--- src/rtl/regfile_writeback.sv ---
// Writeback buffer owning the register file write port: in-order FIFO fed by load and ALU producers.
// Optional macro WB_BYPASS_EN enables the youngest-entry forwarding mux on fwd1/fwd2.
module regfile_writeback #(
  parameter int DATA_WIDTH = 32,
  parameter int ADDR_WIDTH = 5,
  parameter int DEPTH      = 4
) (
  input  logic                     clk,
  input  logic                     reset,
  input  logic                     alu_valid,
  input  logic [ADDR_WIDTH-1:0]    alu_rd,
  input  logic [DATA_WIDTH-1:0]    alu_data,
  output logic                     alu_ready,
  input  logic                     ld_valid,
  input  logic [ADDR_WIDTH-1:0]    ld_rd,
  input  logic [DATA_WIDTH-1:0]    ld_data,
  output logic                     ld_ready,
  output logic [ADDR_WIDTH-1:0]    A3,
  output logic [DATA_WIDTH-1:0]    WD3,
  output logic                     WE3,
  input  logic [ADDR_WIDTH-1:0]    A1,
  input  logic [ADDR_WIDTH-1:0]    A2,
  output logic                     hit1,
  output logic                     hit2,
  output logic [DATA_WIDTH-1:0]    fwd1,
  output logic [DATA_WIDTH-1:0]    fwd2,
  output logic [$clog2(DEPTH):0]   count
);

  localparam int PTR_W = $clog2(DEPTH);
  localparam int CNT_W = PTR_W + 1;

  logic [ADDR_WIDTH-1:0] rd_mem   [DEPTH];
  logic [DATA_WIDTH-1:0] data_mem [DEPTH];
  logic [DEPTH-1:0]      valid_reg;
  logic [PTR_W-1:0]      rd_ptr_reg, wr_ptr_reg;
  logic [CNT_W-1:0]      count_reg;

  logic                  nonempty;
  logic                  pop;
  logic [CNT_W-1:0]      free;
  logic                  push_ld, push_alu;
  logic [PTR_W-1:0]      ld_idx, alu_idx;
  logic [PTR_W-1:0]      rd_ptr_next, wr_ptr_next;
  logic [CNT_W-1:0]      count_next;
  logic [DEPTH-1:0]      slot_ld_we, slot_alu_we, slot_pop;
  logic [DEPTH-1:0]      match1, match2;

  assign nonempty = (count_reg != '0);
  assign pop      = nonempty & ~reset;

  // A pop this cycle hands its slot straight back to the producers.
  assign free = CNT_W'(DEPTH) - count_reg + CNT_W'(nonempty);

  // Nothing is accepted while reset is held.
  assign ld_ready  = (free >= CNT_W'(1)) & ~reset;
  assign alu_ready = ((free >= CNT_W'(2)) | ((free >= CNT_W'(1)) & ~ld_valid)) & ~reset;

  // x0 writes finish their handshake but never occupy a slot.
  assign push_ld  = ld_valid  & ld_ready  & (ld_rd  != '0);
  assign push_alu = alu_valid & alu_ready & (alu_rd != '0);

  // The load is enqueued first, so a simultaneous ALU result lands one slot later.
  assign ld_idx  = wr_ptr_reg;
  assign alu_idx = wr_ptr_reg + PTR_W'(push_ld);

  assign rd_ptr_next = rd_ptr_reg + PTR_W'(pop);
  assign wr_ptr_next = wr_ptr_reg + PTR_W'(push_ld) + PTR_W'(push_alu);
  assign count_next  = count_reg - CNT_W'(pop) + CNT_W'(push_ld) + CNT_W'(push_alu);

  genvar gi;
  generate
    for (gi = 0; gi < DEPTH; gi++) begin : g_slot
      assign slot_ld_we[gi]  = push_ld  & (ld_idx  == PTR_W'(gi));
      assign slot_alu_we[gi] = push_alu & (alu_idx == PTR_W'(gi));
      assign slot_pop[gi]    = pop      & (rd_ptr_reg == PTR_W'(gi));
      assign match1[gi]      = valid_reg[gi] & (rd_mem[gi] == A1);
      assign match2[gi]      = valid_reg[gi] & (rd_mem[gi] == A2);
    end
  endgenerate

  always_ff @(posedge clk) begin
    for (int i = 0; i < DEPTH; i++) begin
      if (slot_ld_we[i]) begin
        rd_mem[i]   <= ld_rd;
        data_mem[i] <= ld_data;
      end else if (slot_alu_we[i]) begin
        rd_mem[i]   <= alu_rd;
        data_mem[i] <= alu_data;
      end
    end
  end

  always_ff @(posedge clk) begin
    if (reset) begin
      valid_reg  <= '0;
      rd_ptr_reg <= '0;
      wr_ptr_reg <= '0;
      count_reg  <= '0;
    end else begin
      // A full queue can pop and refill the same slot; the refill must win.
      valid_reg  <= (valid_reg & ~slot_pop) | slot_ld_we | slot_alu_we;
      rd_ptr_reg <= rd_ptr_next;
      wr_ptr_reg <= wr_ptr_next;
      count_reg  <= count_next;
    end
  end

  assign count = count_reg;
  assign WE3   = nonempty & ~reset;
  assign A3    = WE3 ? rd_mem[rd_ptr_reg]   : '0;
  assign WD3   = WE3 ? data_mem[rd_ptr_reg] : '0;

  // Scan oldest to youngest so the last match seen is the youngest pending value.
  logic                  any1, any2;
  logic [DATA_WIDTH-1:0] young1, young2;
  logic [PTR_W-1:0]      scan_idx;

  always_comb begin
    any1     = 1'b0;
    any2     = 1'b0;
    young1   = '0;
    young2   = '0;
    scan_idx = '0;
    for (int k = 0; k < DEPTH; k++) begin
      scan_idx = rd_ptr_reg + PTR_W'(k);
      if (match1[scan_idx]) begin
        any1   = 1'b1;
        young1 = data_mem[scan_idx];
      end
      if (match2[scan_idx]) begin
        any2   = 1'b1;
        young2 = data_mem[scan_idx];
      end
    end
  end

  assign hit1 = any1 & (A1 != '0);
  assign hit2 = any2 & (A2 != '0);

`ifdef WB_BYPASS_EN
  assign fwd1 = hit1 ? young1 : '0;
  assign fwd2 = hit2 ? young2 : '0;
`else
  // Decode only stalls on hits in this build; the data path is left out.
  assign fwd1 = '0;
  assign fwd2 = '0;
  logic unused_young;
  assign unused_young = ^{young1, young2};
`endif

endmodule

--- config.mk ---
export PLATFORM = sky130hd
export DESIGN_NAME = regfile_writeback
export DESIGN_NICKNAME = d
export VERILOG_FILES = /design/src/rtl/regfile_writeback.sv
export SDC_FILE = /design/constraint.sdc
export NUM_CORES = 1
export LEC_CHECK = 0
export CAP_MARGIN = 20
export CELL_PAD_IN_SITES_DETAIL_PLACEMENT = 1
export CELL_PAD_IN_SITES_GLOBAL_PLACEMENT = 2
export CORE_UTILIZATION = 25
export CTS_BUF_LIST = sky130_fd_sc_hd__clkbuf_2
export CTS_CLUSTER_SIZE = 24
export DETAILED_ROUTE_END_ITERATION = 7
export DONT_BUFFER_PORTS = 1
export PLACE_DENSITY_LB_ADDON = 0.2
export SLEW_MARGIN = 20
export SYNTH_ARGS = -nofsm -noshare
export SYNTH_HDL_FRONTEND = slang
export SYNTH_SLANG_ARGS = --single-unit
--- constraint.sdc ---
create_clock -name clk -period 6.8 [get_ports clk]
set_input_delay 1.02 -clock clk [delete_from_list [all_inputs] [get_ports clk]]
set_output_delay 1.02 -clock clk [all_outputs]
set_load 0.02 [all_outputs]
### After elaboration in Yosys (flattened, before gate mapping)

Memory sizes are Yosys's and may differ from the RTL's. A register that Yosys moved wholly into a read port is not among the register bits.
Index checks and enable logic that the tools add are counted.

| word-level totals | value |
|---|---|
| register bits after elaboration | 11 |
| bits in writable memories | 148 |
| bits of input ports | 88 |
| output and inout port bits | 109 |
| memories kept | 2 |

| operators by class | value |
|---|---|
| $add $sub $neg | 11 |
| $lt $le $gt $ge | 6 |
| eq/ne operators | 17 |
| mux-type cells | 68 |
| bitwise operators | 45 |
| reduce and logical (&&, ||, !) cells | 12 |

Memories:

| name | words | width | read ports | clocked after memory_dff | wr ports | line | text |
|---|---|---|---|---|---|---|---|
| data_mem | 4 | 32 | 1 | 1 | 2 | 34 | `logic [DATA_WIDTH-1:0] data_mem [DEPTH];` |
| rd_mem | 4 | 5 | 5 | 1 | 2 | 33 | `logic [ADDR_WIDTH-1:0] rd_mem [DEPTH];` |

Operator list:

| operator | count |
|---|---|
| $mux W32 | 7 |
| $reduce_or A32 Y1 | 2 |
| $eq A5 B5 Y1 | 8 |
| $mux W1 | 40 |
| $mux W5 | 7 |
| $and A1 B1 Y1 | 30 |
| $reduce_bool A5 Y1 | 4 |
| $bmux W1 S2 | 8 |
| $eq A2 B2 Y1 const B | 6 |
| $lt A2 B3 Y1 const B | 4 |
| $mux W2 | 6 |
| $reduce_or A5 Y1 | 2 |
| $add A3 B1 Y3 | 3 |
| $or A1 B1 Y1 | 9 |
| $or A4 B4 Y4 | 2 |
| $add A2 B1 Y2 | 3 |
| $eq A2 B1 Y1 const B | 3 |
| $logic_not A2 Y1 | 3 |
| $add A2 B2 Y2 const B | 2 |
| $and A4 B4 Y4 | 1 |
| $not A4 Y4 | 1 |
| $ge A3 B1 Y1 const B | 1 |
| $ge A3 B2 Y1 const B | 1 |
| $reduce_bool A3 Y1 | 1 |
| 4 further kinds | 5 |

### Depth between registers and ports, before layout

Gate-level depths: netlist of run 1.

| depth | value |
|---|---|
| depth after elaboration | 15 |
| depth in mapped cells | 15 |

### Least setup slack after synthesis of run 1

No wires, ideal clock.

| timing | value |
|---|---|
| path type | register to register |
| start point | register count_reg[2] (netlist: count[2]) |
| end point | memory data_mem[3][0] (enable) |
| library setup time | 0.441 ns |
| arrival | 3.600 ns |
| slack | 2.759 ns |
| stages on the path, launching flop included | 13 |
| buffers on the path | 0 |
| path through | dfxtp_1 nor3_1 ha_1 inv_1 ha_1 xnor2_1 a31oi_4 nand3_2 inv_1 ha_1 inv_1 nor4_4 o21bai_1 |

RTL lines:

| element | line | text |
|---|---|---|
| start, declared | 37 | `logic [CNT_W-1:0] count_reg;` |
| start signal, assigned | 105 | `count_reg <= count_next;` |
| end, declared | 34 |  |

==> run_results.csv, run 1 <==
group,metric,value,unit
status,status,"complete, but fails checks",
status,violations,"design-rule violations",
critical_path,end_kind,"register",
worst_hold_path,hold_end,"rd_ptr_reg[0]$_SDFF_PP0_",
clocking,clock_sinks,159,
worst_hold_path,hold_depth,1,
critical_path,rrSetupSlack,1.91,ns
detailed_routing,drt_iter0_drc,208,
critical_path,r2r-end,"data_mem[0][4]$_DFFE_PP_",
run,drv_cap,0,
timing,relSlewSlack,0.355,
global_routing,grt.overflow.total,0,
place,dp_cells,1063,
critical_path,crit_slowest_cell,"o311a_2",
timing,rsz0062_at_grt,"no",
critical_path,cp_common_cell,"ha_1",
detailed_routing,vias_per_cell,4.52,
critical_path,cp_num_buf_inv,3,
detailed_routing,final_antenna_net_count,0,
timing,skew,0.0518,ns
clocking,cts_buffers,17,
floorplanning,die_width,194,um
yosys,syn_area,9260,sq um
timing,hold_violations,0,
yosys,synth_warnings,0,
yosys,ys_seq_area_frac,0.504,
yosys,synth-seq-cells,159,
global_routing,grt_pass1_vias,5588,
detailed_routing,drc,2,
final_layout,utilization,0.267,
detailed_routing,via_count,4954,
place,place_ws,1.96,ns
critical_path,reg2reg_depth,13,
clocking,htree_levels,4,
yosys,synth_top_area_cell,"edfxtp_1",
clocking,clk_pin_slew,0.29,ns
timing,setup_slack,1.91,ns
timing,fin_crit,4.89,ns
clocking,cts_tree,"built",
place,io_buffer_count,0,
critical_path,path_delay_family,"compound AO/OA/AOI/OAI gates",
yosys,avgSynthCellArea,14.9,sq um
clocking,root_buffer,"clkbuf_2",
clocking,cts_hold_buffers,0,
floorplanning,dieArea,37800,sq um
worst_hold_path,min_path_type,"in2reg",
clocking,clk-insertion-delay-late,0.80,ns
critical_path,cp_max_fo,20,
critical_path,arrival,5.44,ns
place,routabilityCongestion,0.742,
timing,fmax,204,MHz
global_routing,antenna_found_initial,1,
global_routing,grt_pass1_wl,36500,um
yosys,synth_cells,623,
floorplanning,pin_count,197,
final_layout,layout_commonest_cell,"edfxtp_1",
final_layout,nets,714,
global_routing,grt_usage,0.134,
critical_path,cp_cell_sequence,"nor3_1 > ha_1 > inv_1 > ha_1 > xnor2_1 > a31oi_4 > nand3_2 > inv_1 > ha_1 > xnor2_1 > o311a_2 > buf_4 > mux2_2",
critical_path,start_kind,"register",
power_and_ir_drop,p_leak,3.23,nW
detailed_routing,firstDrtPassIters,6,
detailed_routing,routedWlPerCell,22.7,um
final_layout,area_growth,5.46,%
critical_path,rr_startpoint,"count[2]$_SDFF_PP0_",
final_layout,largest_reg_flops,128,
critical_path,worstPathRequired,7.35,ns
final_layout,layout-drive-gt1-share,0.381,
final_layout,n_fill_cell,3895,
clocking,cts_setup_buffers,0,
timing,fin_setup_tns,0,ns
worst_hold_path,min_from,"reset",
critical_path,path_class,"reg2reg",
timing,setup_viol,0,
final_layout,layout_common_cells,"148 x edfxtp_1, 133 x mux2_2, 64 x conb_1",
power_and_ir_drop,power_density,331,nW/um^2
critical_path,crit_cells,13,
clocking,post_cts_resized,0,
yosys,ys_types,45,
timing,finalCritPeriodShare,0.720,
place,hpwl,15800,um
detailed_routing,routed_wl,24900,um
floorplanning,start_util,0.254,
global_routing,grt_start_max_net_pins,45,
power_and_ir_drop,peakVddDrop,0.144,mV
yosys,synth_area_leaders,"edfxtp_1 48%, mux2_2 16%, mux4_2 9.0%, buf_4 5.4%, xor2_1 3.1%",
clocking,cts_max_path_buffers,2,
final_layout,stdcell_count,1097,
power_and_ir_drop,total_power,3.23,mW
floorplanning,core.rowCount,70,
floorplanning,coreArea,36500,sq um
critical_path,max_stage_delay,0.81,ns
timing,tightest_slew,0.967,ns
floorplanning,die_h,194,um
yosys,netlist.area_leader.share,0.480,
timing,maxSlewViolCount,0,
==> synth_stat cells (all sizes together) <==
| cell type | count |
|---|---|
| a21oi | 2 |
| o21bai | 1 |
| edfxtp | 148 |
| ha | 11 |
| buf | 81 |
| clkbuf | 20 |
| a21o | 1 |
| o21a | 2 |
| conb | 1 |
| nor4 | 9 |
| or4 | 3 |
| o21ba | 2 |
| and2 | 37 |
| o2111ai | 1 |
| xnor2 | 15 |
| a31oi | 2 |
| a32oi | 2 |
| mux4 | 37 |
| inv | 14 |
| fa | 1 |
| nor2b | 4 |
| nand3 | 11 |
| nand4 | 3 |
| o21ai | 2 |
| dfxtp | 11 |
| o311a | 1 |
| nand2 | 8 |
| o31ai | 1 |
| mux2 | 148 |
| xor2 | 33 |
| o311ai | 1 |
| nor3 | 3 |
| nor2 | 6 |
| a21boi | 1 |
==> how the worst max path moves through the flow <==
| stage | start | slack (ns) | to |
|---|---|---|---|
| final | count[2]$_SDFF_PP0_ | 1.91 | data_mem[0][4]$_DFFE_PP_ |
| after global routing | count[2]$_SDFF_PP0_ | 1.52 | rd_mem[0][0]$_DFFE_PP_ |
| after CTS | count[2]$_SDFF_PP0_ | 1.85 | rd_mem[0][2]$_DFFE_PP_ |
| after detailed placement | count[2]$_SDFF_PP0_ | 1.96 | rd_mem[0][2]$_DFFE_PP_ |
| after global placement | count[2]$_SDFF_PP0_ | 2.11 | data_mem[0][7]$_DFFE_PP_ |
| after floorplan | count[2]$_SDFF_PP0_ | 2.76 | data_mem[3][0]$_DFFE_PP_ |
==> routing by layer <==
layer / track usage / vias to the layer above / routed length (um)
met3: 0.0571 / 34 / 1830
met2: 0.236 / 147 / 12900
li1: - / 2192 / -
met1: 0.146 / 2581 / 9870
met5: 0 / - / 0
met4: 0.0382 / 0 / 369
==> area by class of cell <==
class / count / area (sq um) / share of cell area
sequential: 159 / 4670 / 0.478
clock inverter: 15 / 183 / 0.0187
timing repair buffer: 10 / 75.1 / 0.00769
tap: 468 / 586 / 0.0600
antenna: 2 / 5.00 / 0.000512
clock buffer: 17 / 85.1 / 0.00871
multi-input combinational: 412 / 4110 / 0.421
inverter: 14 / 52.6 / 0.00538
==> logic make-up after synthesis <==
family | after synthesis | share of synthesized area
buffers and inverters | 115 | 0.0804
AOI/OAI and AO/OA | 19 | 0.0232
muxes | 185 | 0.273
xor gates and xnor gates | 48 | 0.0454
DFF | 159 | 0.504
other | 1 | 0.000405
adders and majority gates | 12 | 0.0170
and+or+nand+nor | 84 | 0.0567
==> report_power, final <==
| group | switching (mW) | internal, mW | total, mW |
|---|---|---|---|
| registers | 0.154 | 1.33 | 1.48 |
| logic | 0.670 | 0.485 | 1.15 |
| clock network | 0.378 | 0.213 | 0.591 |
==> metrics by stage <==
stage / area [sq um] / hold WS [ns]
finish: 9770 / 0.226
CTS: 9760 / 0.0579
detailed placement: 9490 / 0.484
global route: 9760 / 0.0506
global placement: 9490 / 0.494
floorplan: 9500 / 0.450
Power figures use the tool's default switching activity.
==> inputs of run 2 (changes only) <==
==> constraint.sdc (replaced) <==
create_clock -name clk -period 4.24 [get_ports clk]
set_input_delay 0.636 -clock clk [delete_from_list [all_inputs] [get_ports clk]]
set_output_delay 0.636 -clock clk [all_outputs]
set_load 0.02 [all_outputs]
==> run 2 against run 1 <==
The flow still finishes with violations (design-rule violations). Hold slack got worse by 0.088 ns. Via count is 7.1% higher. Largest cell class unchanged. Cell count rose by 7.9%. Largest power group unchanged.
==> run_results.csv, run 2 (synthesized netlist as in run 1, its figures left out) <==
group,metric,value,unit
timing,setup_slack,0.272,ns
place,hpwl,16500,um
floorplanning,start_util,0.254,
clocking,clock_sinks,159,
timing,fmax,252,MHz
timing,tightest_slew,0.989,ns
floorplanning,dieArea,37800,sq um
global_routing,grt.overflow.total,0,
clocking,cts_max_path_buffers,2,
floorplanning,pin_count,197,
timing,skew,0.0365,ns
place,io_buffer_count,0,
power_and_ir_drop,p_seq_frac,0.450,
power_and_ir_drop,internal_power,3.26,mW
worst_hold_path,min_path_type,"in2reg",
floorplanning,die_width,194,um
critical_path,crit_start,"count[2]$_SDFF_PP0_",
clocking,htree_levels,4,
detailed_routing,firstDrtPassIters,6,
worst_hold_path,hold_depth,1,
clocking,cts_setup_buffers,0,
power_and_ir_drop,netSwitchingPower,2.01,mW
global_routing,grt_start_max_net_pins,42,
timing,fin_hold_ws,0.138,ns
critical_path,reg2reg_depth,15,
place,routabilityCongestion,0.785,
clocking,cts_tree,"built",
timing,relSlewSlack,0.341,
place,place_ws,0.328,ns
power_and_ir_drop,p_leak,3.60,nW
detailed_routing,final_antenna_net_count,0,
power_and_ir_drop,power_density,495,nW/um^2
final_layout,nets,800,
critical_path,arrival,4.52,ns
critical_path,rr_startpoint,"count[2]$_SDFF_PP0_",
global_routing,grt_usage,0.142,
final_layout,area_growth,15.1,%
detailed_routing,vias_per_cell,4.48,
detailed_routing,drc,1,
critical_path,end_kind,"register",
critical_path,start_kind,"register",
clocking,root_buffer,"clkbuf_2",
floorplanning,coreArea,36500,sq um
critical_path,cp_max_fo,18,
timing,fin_crit,3.97,ns
final_layout,largest_reg_flops,128,
final_layout,layout_commonest_cell,"edfxtp_1",
power_and_ir_drop,power_frac_comb,0.393,
critical_path,worstPathRequired,4.79,ns
clocking,cts_buffers,17,
critical_path,crit_end,"data_mem[1][27]$_DFFE_PP_",
critical_path,r2r-end,"data_mem[1][27]$_DFFE_PP_",
global_routing,antenna_found_initial,3,
global_routing,grt_pass1_vias,6044,
power_and_ir_drop,power.share.switching,0.381,
timing,maxSlewViolCount,0,
detailed_routing,via_count,5304,
detailed_routing,routedWlPerCell,22.2,um
final_layout,layout-drive-gt1-share,0.351,
detailed_routing,routed_wl,26300,um
critical_path,path_class,"reg2reg",
timing,finalCritPeriodShare,0.936,
timing,setup_viol,0,
run,drv_cap,0,
floorplanning,core.rowCount,70,
final_layout,layout_common_cells,"148 x edfxtp_1, 133 x mux2_2, 77 x dlygate4sd3_1",
floorplanning,die_h,194,um
critical_path,rrSetupSlack,0.27,ns
status,status,"complete, but fails checks",
timing,fin_setup_tns,0,ns
power_and_ir_drop,clkPwrFrac,0.157,
status,violations,"design-rule violations",
clocking,clk_pin_slew,0.25,ns
power_and_ir_drop,peakVddDrop,0.172,mV
detailed_routing,drt_iter0_drc,195,
global_routing,grt_pass1_wl,39200,um
timing,hold_violations,0,
clocking,clk-insertion-delay-late,0.77,ns
[run 2: changes by cell type in the layout (fill, tap and decap cells not counted), sizes merged]
| cell | previous run | this run |
|---|---|---|
| buf | 10 | 19 |
| clkbuf | 17 | 18 |
| bufinv | 3 | 1 |
| diode | 2 | 3 |
| clkinv | 4 | 6 |
| inv | 21 | 18 |
| clkinvlp | 1 | 3 |
| dlygate4sd3 | 0 | 77 |
[run 2: power by group through the flow]
stage	Sequential, mW	Clock, mW	Combinational, mW
floorplan	2.27	0	1.59
global placement	2.40	0	2.01
detailed placement	2.43	0	2.03
CTS	2.38	0.878	2.13
global route	2.42	0.925	2.24
finish	2.37	0.830	2.07
[run 2: timing repair]
item	CTS	global route
resized for setup	0	2
endpoints found under the hold margin	158	0
setup endpoints to repair	0	2
hold buffers	77	0
[run 2: stage by stage]
step | std cells | utilization | total power, mW | instance area [sq um]
global route | 1184 | 0.292 | 5.59 | 10700
CTS | 1181 | 0.291 | 5.39 | 10600
detailed placement | 1072 | 0.264 | 4.46 | 9650
global placement | 1072 | 0.264 | 4.41 | 9650
floorplan | 686 | - | 3.86 | 9500
finish | 1184 | 0.292 | 5.27 | 10700
[run 2: how the worst min path moves through the flow]
stage / startpoint / endpoint
after detailed placement: valid_reg[0]$_SDFF_PP0_ / valid_reg[0]$_SDFF_PP0_
after floorplan: valid_reg[0]$_SDFF_PP0_ / valid_reg[0]$_SDFF_PP0_
after global placement: valid_reg[2]$_SDFF_PP0_ / valid_reg[2]$_SDFF_PP0_
after CTS: ld_data[17] / data_mem[0][17]$_DFFE_PP_
final: ld_data[17] / data_mem[0][17]$_DFFE_PP_
after global routing: ld_data[17] / data_mem[0][17]$_DFFE_PP_
[run 2: worst max-delay path, cell delays in order, from the launching register on]
cell	delay, ns
dfxtp_1	0.38
nor3_2	0.30
ha_1	0.22
inv_1	0.04
ha_1	0.18
xnor2_1	0.31
a31oi_4	0.14
nand3_2	0.16
inv_1	0.11
ha_1	0.23
xnor2_1	0.13
buf_4	0.18
o2111ai_4	0.09
buf_4	0.37
mux2_1	0.35
dlygate4sd3_1	0.55
[run 2: final cells by class]
type                            instances  area, sq um
Tap cell                              468          586
Antenna cell                            3         7.51
Multi-Input combinational cell        412         4120
Fill cell                            3862        25900
Timing Repair Buffer                   96         1000
Clock inverter                         14          134
Sequential cell                       159         4670
Inverter                               14         52.6
Clock buffer                           18         90.1
[run 2: metal layers]
| layer | GRT usage | vias to the layer above | share of wire |
|---|---|---|---|
| met5 | 0 | - | 0 |
| met1 | 0.168 | 2771 | 0.42 |
| li1 | - | 2375 | - |
| met3 | 0.0377 | 19 | 0.047 |
| met4 | 0.0391 | 0 | 0.013 |
| met2 | 0.252 | 139 | 0.52 |
==> inputs of run 3 (changes only) <==
--- a/config.mk
+++ b/config.mk
@@ -5,7 +5,7 @@
 export SDC_FILE = /design/constraint.sdc
 export NUM_CORES = 1
 export LEC_CHECK = 0
-export CAP_MARGIN = 20
+export CAP_MARGIN = 15
 export CELL_PAD_IN_SITES_DETAIL_PLACEMENT = 1
 export CELL_PAD_IN_SITES_GLOBAL_PLACEMENT = 2
 export CORE_UTILIZATION = 25
@@ -14,7 +14,7 @@
 export DETAILED_ROUTE_END_ITERATION = 7
 export DONT_BUFFER_PORTS = 1
 export PLACE_DENSITY_LB_ADDON = 0.2
-export SLEW_MARGIN = 20
+export SLEW_MARGIN = 30
 export SYNTH_ARGS = -nofsm -noshare
 export SYNTH_HDL_FRONTEND = slang
 export SYNTH_SLANG_ARGS = --single-unit
==> run 3 against run 2 <==
The flow still finishes with violations (design-rule violations). Critical path depth did not move. Non-clock buffer count rose by 1. Count of clock-buffer cells in the layout fell by 1. Largest cell class unchanged. Largest power group unchanged.
==> run_results.csv, run 3 (synthesized netlist as in run 1, its figures left out) <==
group,metric,value,unit
status,status,"complete, but fails checks",
status,violations,"design-rule violations",
detailed_routing,final_antenna_net_count,0,
global_routing,grt_usage,0.142,
global_routing,grt_pass1_vias,6088,
floorplanning,pin_count,197,
power_and_ir_drop,peakVddDrop,0.170,mV
global_routing,antenna_found_initial,3,
critical_path,end_kind,"register",
final_layout,layout-drive-gt1-share,0.352,
global_routing,grt.overflow.total,0,
floorplanning,coreArea,36500,sq um
timing,setup_viol,0,
final_layout,utilization,0.293,
detailed_routing,via_count,5352,
clocking,cts_max_path_buffers,2,
critical_path,start_kind,"register",
global_routing,grt_start_max_net_pins,39,
timing,finalCritPeriodShare,0.920,
timing,fin_crit,3.90,ns
timing,skew,0.0564,ns
worst_hold_path,min_path_type,"in2reg",
final_layout,n_fill_cell,3876,
timing,maxSlewViolCount,0,
floorplanning,core.rowCount,70,
detailed_routing,firstDrtPassIters,6,
detailed_routing,vias_per_cell,4.52,
place,routabilityCongestion,0.785,
critical_path,crit_slowest_cell,"dlygate4sd3_1",
clocking,cts_tree,"built",
detailed_routing,drt_iter0_drc,161,
clocking,htree_levels,4,
floorplanning,start_util,0.254,
clocking,clk_pin_slew,0.27,ns
detailed_routing,route.met3.wl,1280,um
place,io_buffer_count,0,
global_routing,grt_pass1_wl,39300,um
critical_path,worstPathRequired,4.83,ns
detailed_routing,dr_wl_met2,13500,um
critical_path,cp_cell_sequence,"nor3_2 > ha_1 > inv_1 > ha_1 > xnor2_1 > a31oi_4 > nand3_2 > inv_1 > ha_1 > xnor2_1 > buf_4 > o2111ai_4 > buf_4 > mux2_1 > dlygate4sd3_1",
power_and_ir_drop,power_density,499,nW/um^2
timing,fin_setup_tns,0,ns
run,drv_cap,0,
final_layout,stdcell_count,1185,
clocking,clk-insertion-delay-late,0.81,ns
power_and_ir_drop,p_leak,3.62,nW
critical_path,path_class,"reg2reg",
final_layout,layout_commonest_cell,"edfxtp_1",
critical_path,max_stage_delay,0.55,ns
floorplanning,die_width,194,um
timing,fmax,256,MHz
timing,rsz0062_at_grt,"no",
timing,hold_violations,0,
final_layout,nets,801,
clocking,cts_buffers,17,
final_layout,layout_common_cells,"148 x edfxtp_1, 133 x mux2_2, 77 x dlygate4sd3_1",
detailed_routing,top_layer,"met4",
critical_path,arrival,4.49,ns
timing,relSlewSlack,0.526,
detailed_routing,routedWlPerCell,22.3,um
detailed_routing,routed_wl,26400,um
floorplanning,die_h,194,um
timing,tightest_slew,0.711,ns
place,hpwl,16700,um
final_layout,area_growth,15.4,%
critical_path,cp_common_cell,"ha_1",
critical_path,cp_max_fo,18,
detailed_routing,met1_length,11100,um
clocking,root_buffer,"clkbuf_2",
detailed_routing,drc,1,
floorplanning,dieArea,37800,sq um
clocking,clock_sinks,159,
place,dp_cells,1073,
final_layout,largest_reg_flops,128,
## run 3: cell types whose count changed in the layout (fill, tap and decap cells not counted)
cell,delta
inv_8,+2
buf_12,+1
inv_6,+3
clkinvlp_4,-2
buf_4,+1
clkinv_4,-2
buf_6,-1
clkbuf_2,-1
## run 3: layout make-up
class,count,area (sq um),share of cell area
flip-flops and latches,159,4670,0.437
repair buffers,97,1020,0.0955
inverters,14,52.6,0.00492
clock buffers,17,85.1,0.00796
well taps,468,586,0.0548
clock inverters,15,150,0.0140
diodes,3,7.51,0.000702
multi-input cells,412,4120,0.385
## run 3: path summary, 6_finish.rpt
kind         slack (ns)  cells past startpoint                         to                     from
max reg2reg        0.34                     15  data_mem[1][27]$_DFFE_PP_      count[2]$_SDFF_PP0_
min                0.25                      4    valid_reg[1]$_SDFF_PP0_                alu_valid
max                0.34                     15  data_mem[1][27]$_DFFE_PP_      count[2]$_SDFF_PP0_
min reg2reg        0.52                      2    valid_reg[0]$_SDFF_PP0_  valid_reg[0]$_SDFF_PP0_
## run 3: per-layer routing
| metal | vias up | track usage |
|---|---|---|
| li1 | 2375 | - |
| met1 | 2797 | 0.168 |
| met2 | 155 | 0.251 |
| met3 | 25 | 0.0366 |
| met4 | 0 | 0.0459 |
| met5 | - | 0 |
## run 3: repair_timing
action	in CTS	in global routing
endpoints found under the hold margin	159	0
endpoints found under the setup margin	0	1
resized for setup	0	1
setup buffers	0	0
hold buffers	77	0
## run 3: power by group
part	leakage [nW]	total (mW)	switching, mW	internal [mW]
Sequential	1.44	2.32	0.195	2.13
Clock	0.144	0.877	0.640	0.237
Combinational	2.03	2.13	1.21	0.920
## run 3: critical path, delay by kind of cell (launching register included)
kind                     cells  cell delay [ns]
AO/OA/AOI/OAI                2             0.22
XOR/XNOR                     2             0.45
adder cells (fa/ha/maj)      3             0.62
buffers and inverters        5             1.23
flip-flops                   1             0.39
multiplexers                 1             0.35
AND/OR/NAND/NOR              2             0.44
## run 3: stage by stage
stage	setup WS (ns)	instance area, sq um	hold slack, ns	power (mW)
floorplan	0.199	9500	0.450	3.86
global placement	0.517	9650	0.487	4.41
detailed placement	0.340	9670	0.497	4.47
CTS	0.147	10700	0.151	5.45
global route	0.0529	10700	0.162	5.65
finish	0.339	10700	0.255	5.33
